==> src/rtl/bus_arbiter_2m_if.sv <==
// Bus bundle shared by the two masters, the two slaves and the arbiter.
// The slave modport is the arbiter's view; the master modport is the
// environment's view (masters plus slave read-data sources).
interface bus_arbiter_2m_if;
  logic        M0_req;
  logic        M0_wr;
  logic [7:0]  M0_address;
  logic [31:0] M0_dout;
  logic        M0_grant;
  logic [31:0] M0_din;

  logic        M1_req;
  logic        M1_wr;
  logic [7:0]  M1_address;
  logic [31:0] M1_dout;
  logic        M1_grant;
  logic [31:0] M1_din;

  logic        S0_sel;
  logic        S1_sel;
  logic        S_wr;
  logic [7:0]  S_address;
  logic [31:0] S_din;
  logic [31:0] S0_dout;
  logic [31:0] S1_dout;

  logic        dec_err;

  modport slave (
    input  M0_req, M0_wr, M0_address, M0_dout,
    input  M1_req, M1_wr, M1_address, M1_dout,
    input  S0_dout, S1_dout,
    output M0_grant, M0_din, M1_grant, M1_din,
    output S0_sel, S1_sel, S_wr, S_address, S_din,
    output dec_err
  );

  modport master (
    output M0_req, M0_wr, M0_address, M0_dout,
    output M1_req, M1_wr, M1_address, M1_dout,
    output S0_dout, S1_dout,
    input  M0_grant, M0_din, M1_grant, M1_din,
    input  S0_sel, S1_sel, S_wr, S_address, S_din,
    input  dec_err
  );
endinterface

==> src/rtl/bus_arbiter_2m.sv <==
// Two-master / two-slave bus controller. Round-robin arbitration with
// state-decoded grants; the owner keeps the bus until it drops req.
// The owner's address is decoded into slave selects, and read data comes
// back one cycle later, steered by a registered copy of the selects and
// broadcast to both masters so a handover never loses a pending read.
module bus_arbiter_2m #(
  parameter logic [7:0] S0_BASE = 8'h00,
  parameter int         S0_AW   = 5,
  parameter logic [7:0] S1_BASE = 8'h20,
  parameter int         S1_AW   = 3
) (
  input  logic                  clk,
  input  logic                  reset_n,
  bus_arbiter_2m_if.slave       bus
);

  localparam logic [1:0] IDLE   = 2'd0;
  localparam logic [1:0] GRANT0 = 2'd1;
  localparam logic [1:0] GRANT1 = 2'd2;

  logic [1:0]  state_q, state_d;
  logic        last_q, last_d;
  logic [1:0]  rd_sel_q, rd_sel_d;
  logic        dec_err_q, dec_err_d;

  logic        granted;
  logic        own_wr;
  logic [7:0]  own_addr;
  logic [31:0] own_dout;
  logic        hit0, hit1;
  logic        s0_sel, s1_sel;
  logic [31:0] rd_data;

  // Next owner: hold while the owner requests, hand over directly, and break ties against last.
  always_comb begin
    state_d = state_q;
    last_d  = last_q;
    case (state_q)
      IDLE: begin
        if (bus.M0_req && bus.M1_req) begin
          state_d = last_q ? GRANT0 : GRANT1;
        end else if (bus.M0_req) begin
          state_d = GRANT0;
        end else if (bus.M1_req) begin
          state_d = GRANT1;
        end else begin
          state_d = IDLE;
        end
      end
      GRANT0: begin
        if (bus.M0_req)      state_d = GRANT0;
        else if (bus.M1_req) state_d = GRANT1;
        else                 state_d = IDLE;
      end
      GRANT1: begin
        if (bus.M1_req)      state_d = GRANT1;
        else if (bus.M0_req) state_d = GRANT0;
        else                 state_d = IDLE;
      end
      default: state_d = IDLE;
    endcase
    if (state_d == GRANT0 && state_q != GRANT0) last_d = 1'b0;
    if (state_d == GRANT1 && state_q != GRANT1) last_d = 1'b1;
  end

  // Address phase: pass the owner's signals through, everything zero when nobody owns the bus.
  always_comb begin
    granted  = 1'b0;
    own_wr   = 1'b0;
    own_addr = 8'h00;
    own_dout = 32'h0;
    case (state_q)
      GRANT0: begin
        granted  = 1'b1;
        own_wr   = bus.M0_wr;
        own_addr = bus.M0_address;
        own_dout = bus.M0_dout;
      end
      GRANT1: begin
        granted  = 1'b1;
        own_wr   = bus.M1_wr;
        own_addr = bus.M1_address;
        own_dout = bus.M1_dout;
      end
      default: ;
    endcase
  end

  // Window decode; slave 0 wins any overlap, unmapped accesses select nothing and flag dec_err.
  always_comb begin
    hit0      = (own_addr >> S0_AW) == (S0_BASE >> S0_AW);
    hit1      = (own_addr >> S1_AW) == (S1_BASE >> S1_AW);
    s0_sel    = granted & hit0;
    s1_sel    = granted & hit1 & ~hit0;
    rd_sel_d  = {s1_sel, s0_sel};
    dec_err_d = dec_err_q | (granted & ~hit0 & ~hit1);
  end

  // Read-data steering from the selects registered in the address cycle.
  always_comb begin
    case (rd_sel_q)
      2'b01:   rd_data = bus.S0_dout;
      2'b10:   rd_data = bus.S1_dout;
      default: rd_data = 32'h0;
    endcase
  end

  // Arbitration, read-steering and sticky error state, all cleared asynchronously.
  always_ff @(posedge clk or negedge reset_n) begin
    if (!reset_n) begin
      state_q   <= IDLE;
      last_q    <= 1'b1;
      rd_sel_q  <= 2'b00;
      dec_err_q <= 1'b0;
    end else begin
      state_q   <= state_d;
      last_q    <= last_d;
      rd_sel_q  <= rd_sel_d;
      dec_err_q <= dec_err_d;
    end
  end

  assign bus.M0_grant  = (state_q == GRANT0);
  assign bus.M1_grant  = (state_q == GRANT1);
  assign bus.S0_sel    = s0_sel;
  assign bus.S1_sel    = s1_sel;
  assign bus.S_wr      = own_wr & (s0_sel | s1_sel);
  assign bus.S_address = own_addr;
  assign bus.S_din     = own_dout;
  assign bus.M0_din    = rd_data;
  assign bus.M1_din    = rd_data;
  assign bus.dec_err   = dec_err_q;

endmodule

==> src/flat_wrapper.sv <==
// flat-port wrapper written by rule: the top's interface ports become plain ports
module bus_arbiter_2m_flat 
#(
  parameter logic [7:0] S0_BASE = 8'h00,
  parameter int         S0_AW   = 5,
  parameter logic [7:0] S1_BASE = 8'h20,
  parameter int         S1_AW   = 3
)
  (clk, reset_n, bus_M0_req, bus_M0_wr, bus_M0_address, bus_M0_dout, bus_M1_req, bus_M1_wr, bus_M1_address, bus_M1_dout, bus_S0_dout, bus_S1_dout, bus_M0_grant, bus_M0_din, bus_M1_grant, bus_M1_din, bus_S0_sel, bus_S1_sel, bus_S_wr, bus_S_address, bus_S_din, bus_dec_err);
  bus_arbiter_2m_if bus_i ();
  input  logic clk;
  input  logic reset_n;
  input wire logic [$bits(bus_i.M0_req)-1:0] bus_M0_req;
  input wire logic [$bits(bus_i.M0_wr)-1:0] bus_M0_wr;
  input wire logic [$bits(bus_i.M0_address)-1:0] bus_M0_address;
  input wire logic [$bits(bus_i.M0_dout)-1:0] bus_M0_dout;
  input wire logic [$bits(bus_i.M1_req)-1:0] bus_M1_req;
  input wire logic [$bits(bus_i.M1_wr)-1:0] bus_M1_wr;
  input wire logic [$bits(bus_i.M1_address)-1:0] bus_M1_address;
  input wire logic [$bits(bus_i.M1_dout)-1:0] bus_M1_dout;
  input wire logic [$bits(bus_i.S0_dout)-1:0] bus_S0_dout;
  input wire logic [$bits(bus_i.S1_dout)-1:0] bus_S1_dout;
  output wire logic [$bits(bus_i.M0_grant)-1:0] bus_M0_grant;
  output wire logic [$bits(bus_i.M0_din)-1:0] bus_M0_din;
  output wire logic [$bits(bus_i.M1_grant)-1:0] bus_M1_grant;
  output wire logic [$bits(bus_i.M1_din)-1:0] bus_M1_din;
  output wire logic [$bits(bus_i.S0_sel)-1:0] bus_S0_sel;
  output wire logic [$bits(bus_i.S1_sel)-1:0] bus_S1_sel;
  output wire logic [$bits(bus_i.S_wr)-1:0] bus_S_wr;
  output wire logic [$bits(bus_i.S_address)-1:0] bus_S_address;
  output wire logic [$bits(bus_i.S_din)-1:0] bus_S_din;
  output wire logic [$bits(bus_i.dec_err)-1:0] bus_dec_err;
  assign bus_i.M0_req = bus_M0_req;
  assign bus_i.M0_wr = bus_M0_wr;
  assign bus_i.M0_address = bus_M0_address;
  assign bus_i.M0_dout = bus_M0_dout;
  assign bus_i.M1_req = bus_M1_req;
  assign bus_i.M1_wr = bus_M1_wr;
  assign bus_i.M1_address = bus_M1_address;
  assign bus_i.M1_dout = bus_M1_dout;
  assign bus_i.S0_dout = bus_S0_dout;
  assign bus_i.S1_dout = bus_S1_dout;
  assign bus_M0_grant = bus_i.M0_grant;
  assign bus_M0_din = bus_i.M0_din;
  assign bus_M1_grant = bus_i.M1_grant;
  assign bus_M1_din = bus_i.M1_din;
  assign bus_S0_sel = bus_i.S0_sel;
  assign bus_S1_sel = bus_i.S1_sel;
  assign bus_S_wr = bus_i.S_wr;
  assign bus_S_address = bus_i.S_address;
  assign bus_S_din = bus_i.S_din;
  assign bus_dec_err = bus_i.dec_err;
  bus_arbiter_2m #(.S0_BASE(S0_BASE), .S0_AW(S0_AW), .S1_BASE(S1_BASE), .S1_AW(S1_AW)) u_core (.clk(clk), .reset_n(reset_n), .bus(bus_i));
endmodule
==> config.mk <==
export PLATFORM = sky130hd
export DESIGN_NAME = bus_arbiter_2m_flat
export DESIGN_NICKNAME = d
export VERILOG_FILES = /design/src/rtl/bus_arbiter_2m_if.sv /design/src/rtl/bus_arbiter_2m.sv /design/src/flat_wrapper.sv
export SDC_FILE = /design/constraint.sdc
export NUM_CORES = 1
export LEC_CHECK = 0
export ABC_AREA = 1
export BUFFER_PORTS_ARGS = -buffer_cell sky130_fd_sc_hd__buf_4
export CAP_MARGIN = 20
export CORE_AREA = 2 2 100 102
export CTS_CLUSTER_DIAMETER = 80
export DETAILED_ROUTE_END_ITERATION = 7
export DIE_AREA = 0 0 102 104
export MAX_ROUTING_LAYER = met4
export PLACE_DENSITY_LB_ADDON = 0.2
export SYNTH_ARGS = -nofsm -noshare
export SYNTH_HDL_FRONTEND = slang
export SYNTH_SLANG_ARGS = --single-unit
==> constraint.sdc <==
create_clock -name clk -period 2.15 [get_ports clk]
set_input_delay 0.43 -clock clk [delete_from_list [all_inputs] [get_ports clk]]
set_output_delay 0.43 -clock clk [all_outputs]
set_load 0.05 [all_outputs]
==> impl_metrics.yaml <==
run_status:
  outcome: "finished clean"
cells_and_area:
  multi_input_area_um2: 1540
  fin_cells: 690
  drive_gt1_frac: 0.645
  regArea_um2: 153
  areaGrowthSynthToFinish_pct: 148
  layout_common_cells: "buf_4 (237), nand2_1 (151), buf_6 (34), a21oi_2 (29), a21oi_1 (23)"
  final_area_um2: 4280
  filler_cell_count: 993
  n_antenna_cell: 0
  layout.nets: 714
  fin_util: 0.448
  layout.cells.most_common: "buf_4"
grt:
  grt_overflow_total: 0
  grt_max_degree: 36
  track_usage: 0.149
  grt_antenna_before_repair: 0
  grt_first_pass_wirelength_um: 12600
  first_global_vias: 2692
cts:
  clkTransAtPathRegs_ns: 0.04
  clk_latency_ns: 0.23
  clock-sinks: 6
  tritoncts: "done"
  postCtsHoldBufs: 0
  cts_root_buf: "clkbuf_8"
  cts_buffers: 3
  clockBufferDepth: 2
  h-tree-depth: 1
placement:
  dp.cells: 678
  placement.cell_area_um2: 3880
  io_buffers: 259
  gp_congestion: 0.828
  dp_hpwl_um: 7200
power_and_ir_drop:
  p_switching_w: 0.00454
  p_leak_nw: 2.03
  seqPwrFrac: 0.030
  power.internal_w: 0.00251
  finalPower_w: 0.00705
  ir_drop_v: 0.00102
  p_sw_frac: 0.644
  power_density_nw_per_um2: 1650
  clkPwrFrac: 0.026
  comb_power_share: 0.944
sta:
  finalSetupTns_ns: 0
  fin_crit_ns: 2.10
  finalClockSkew_ns: 0.00308
  fmax_ghz: 0.475
  tightest_slew_ns: 0.411
  slew_violations: 0
  finalSetupViolCount: 0
  relSlewSlack: 0.726
  fin_crit_sh: 0.978
  hold_viol_final: 0
  rsz0062_at_grt: "true"
synthesis:
  synth_area_leaders: "nand2_1 (34%), a21oi_1 (21%), buf_4 (15%)"
  avgSynthCellArea_um2: 5.26
  synth_nets: 484
  syn_inst: 328
  synth_top_area_share: 0.343
  synth_warnings: 0
  synth_area_um2: 1730
  yosysTopAreaCell: "nand2_1"
  synth-seq-area-share: 0.0877
  ys_types: 22
  ys_ff_latch: 6
drt:
  wire_per_inst_um: 12.9
  drt_iter0_drc: 47
  vias: 2908
  dr.pass1.iters: 4
  ant_nets: 0
  wirelength_um: 8880
  via_per_inst: 4.21
  drc: 0
setup_path:
  crit_top_cell: "buf_6"
  crit_chain: "inv_2 > ha_4 > buf_6 > buf_12 > nand2_1 > a21oi_4 > buf_6"
  worstPathRequired_ns: 1.72
  end_kind: "primary output"
  critPathKind: "reg2out"
  startpoint_type: "flip-flop"
  crit_slowest_cell: "dfrtp_1"
  slowest_delay_ns: 0.42
  cp_max_fo: 18
  critPathArrivalTime_ns: 1.67
floorplanning:
  io_pins: 260
  die_w_um: 102
  initial_core_util: 0.181
  dieArea_um2: 10600
  die_h_um: 104
  rows: 36
  coreArea_um2: 9550
worst_hold_path:
  worst_hold_path_type: "in2async"
run:
  drv_cap: 0
## cells in the mapped netlist
cell and count:
nor2_2 1, dfrtp_1 5, buf_6 6, ha_1 6, o21bai_1 1, nor2_1 4, inv_1 13, clkinv_2 1
a21oi_1 71, clkbuf_1 3, inv_2 1, dfstp_2 1, buf_2 9, o21ai_0 2, a22o_1 1, buf_4 34
nand2_1 158, or2_2 1, nand2_2 6, nand3_1 1, buf_1 2, nor2_4 1
## kinds of logic (layout without fill, tap and decap cells)
| group | count (synthesis) | after routing | synth area share |
|---|---|---|---|
| flops | 6 | 6 | 0.0877 |
| compound gates | 75 | 75 | 0.221 |
| simple gates | 172 | 172 | 0.391 |
| buf+inv | 69 | 298 | 0.257 |
| fa+ha+maj | 6 | 6 | 0.0435 |
## final cells by class
| cell class | count | area share |
|---|---|---|
| repair buffers | 279 | 0.540 |
| multi-input cells | 253 | 0.359 |
| well taps | 133 | 0.0389 |
| flip-flops and latches | 6 | 0.0357 |
| inverters | 15 | 0.0161 |
| clock buffers | 4 | 0.0105 |
## layer usage
layer	vias to the layer above	GRT usage	wire length [µm]
met5	-	-	0
met4	0	0.0257	48
met3	4	0.0175	765
met2	158	0.294	4880
met1	1290	0.155	3190
li1	1456	-	-
## worst paths after layout
path / start / end / slack [ns] / depth (start not counted)
worst max-delay path: u_core.state_q[0]$_DFF_PN0_ / bus_S_din[20] / 0.05 / 7
worst min-delay path: reset_n / u_core.state_q[1]$_DFF_PN0_ / 0.005 / 1
worst max register to register: u_core.state_q[0]$_DFF_PN0_ / u_core.last_q$_DFFE_PN1P_ / 0.50 / 12
worst min register to register: u_core.bus.dec_err$_DFF_PN0_ / u_core.bus.dec_err$_DFF_PN0_ / 0.49 / 1
max in group asynchronous: reset_n / u_core.last_q$_DFFE_PN1P_ / 1.94 / 1
min in group clk: u_core.bus.dec_err$_DFF_PN0_ / u_core.bus.dec_err$_DFF_PN0_ / 0.49 / 1
## through the flow
stage	hold WS (ns)	setup WS (ns)
CTS	0.00198	-0.00541
detailed placement	0.243	0.0475
global route	0.00361	-0.0446
finish	0.00457	0.0462
floorplan	0.134	-0.338
global placement	0.242	0.0843
## flip-flops by register name, indices dropped and copies added (netlist names)
signal	count
u_core.state_q	2
u_core.bus.dec_err	1
u_core.rd_sel_q	2
u_core.last_q	1
## power by group through the flow
stage / Clock [W] / Combinational (W) / Sequential [W]
floorplan: 0 / 0.00452 / 0.000195
global placement: 0 / 0.00600 / 0.000200
detailed placement: 0 / 0.00602 / 0.000204
CTS: 0.000189 / 0.00621 / 0.000205
global route: 0.000197 / 0.00702 / 0.000217
finish: 0.000182 / 0.00666 / 0.000210
## critical path: cells and delay by family, from the launching register on
kind,cells,cell delay (ns)
AOI/OAI and AO/OA,1,0.14
adders and majority gates,1,0.19
DFF,1,0.42
and+or+nand+nor,1,0.10
buffers and inverters,4,0.58
## what timing repair did
item | in CTS | in global routing
resized for setup | 12 | 68
setup buffers | 4 | 3
setup endpoints to repair | 39 | 77
hold endpoints to repair | 0 | 0
gates cloned | 0 | 1
pin swaps | 2 | 6
Power figures use the tool's default switching activity.
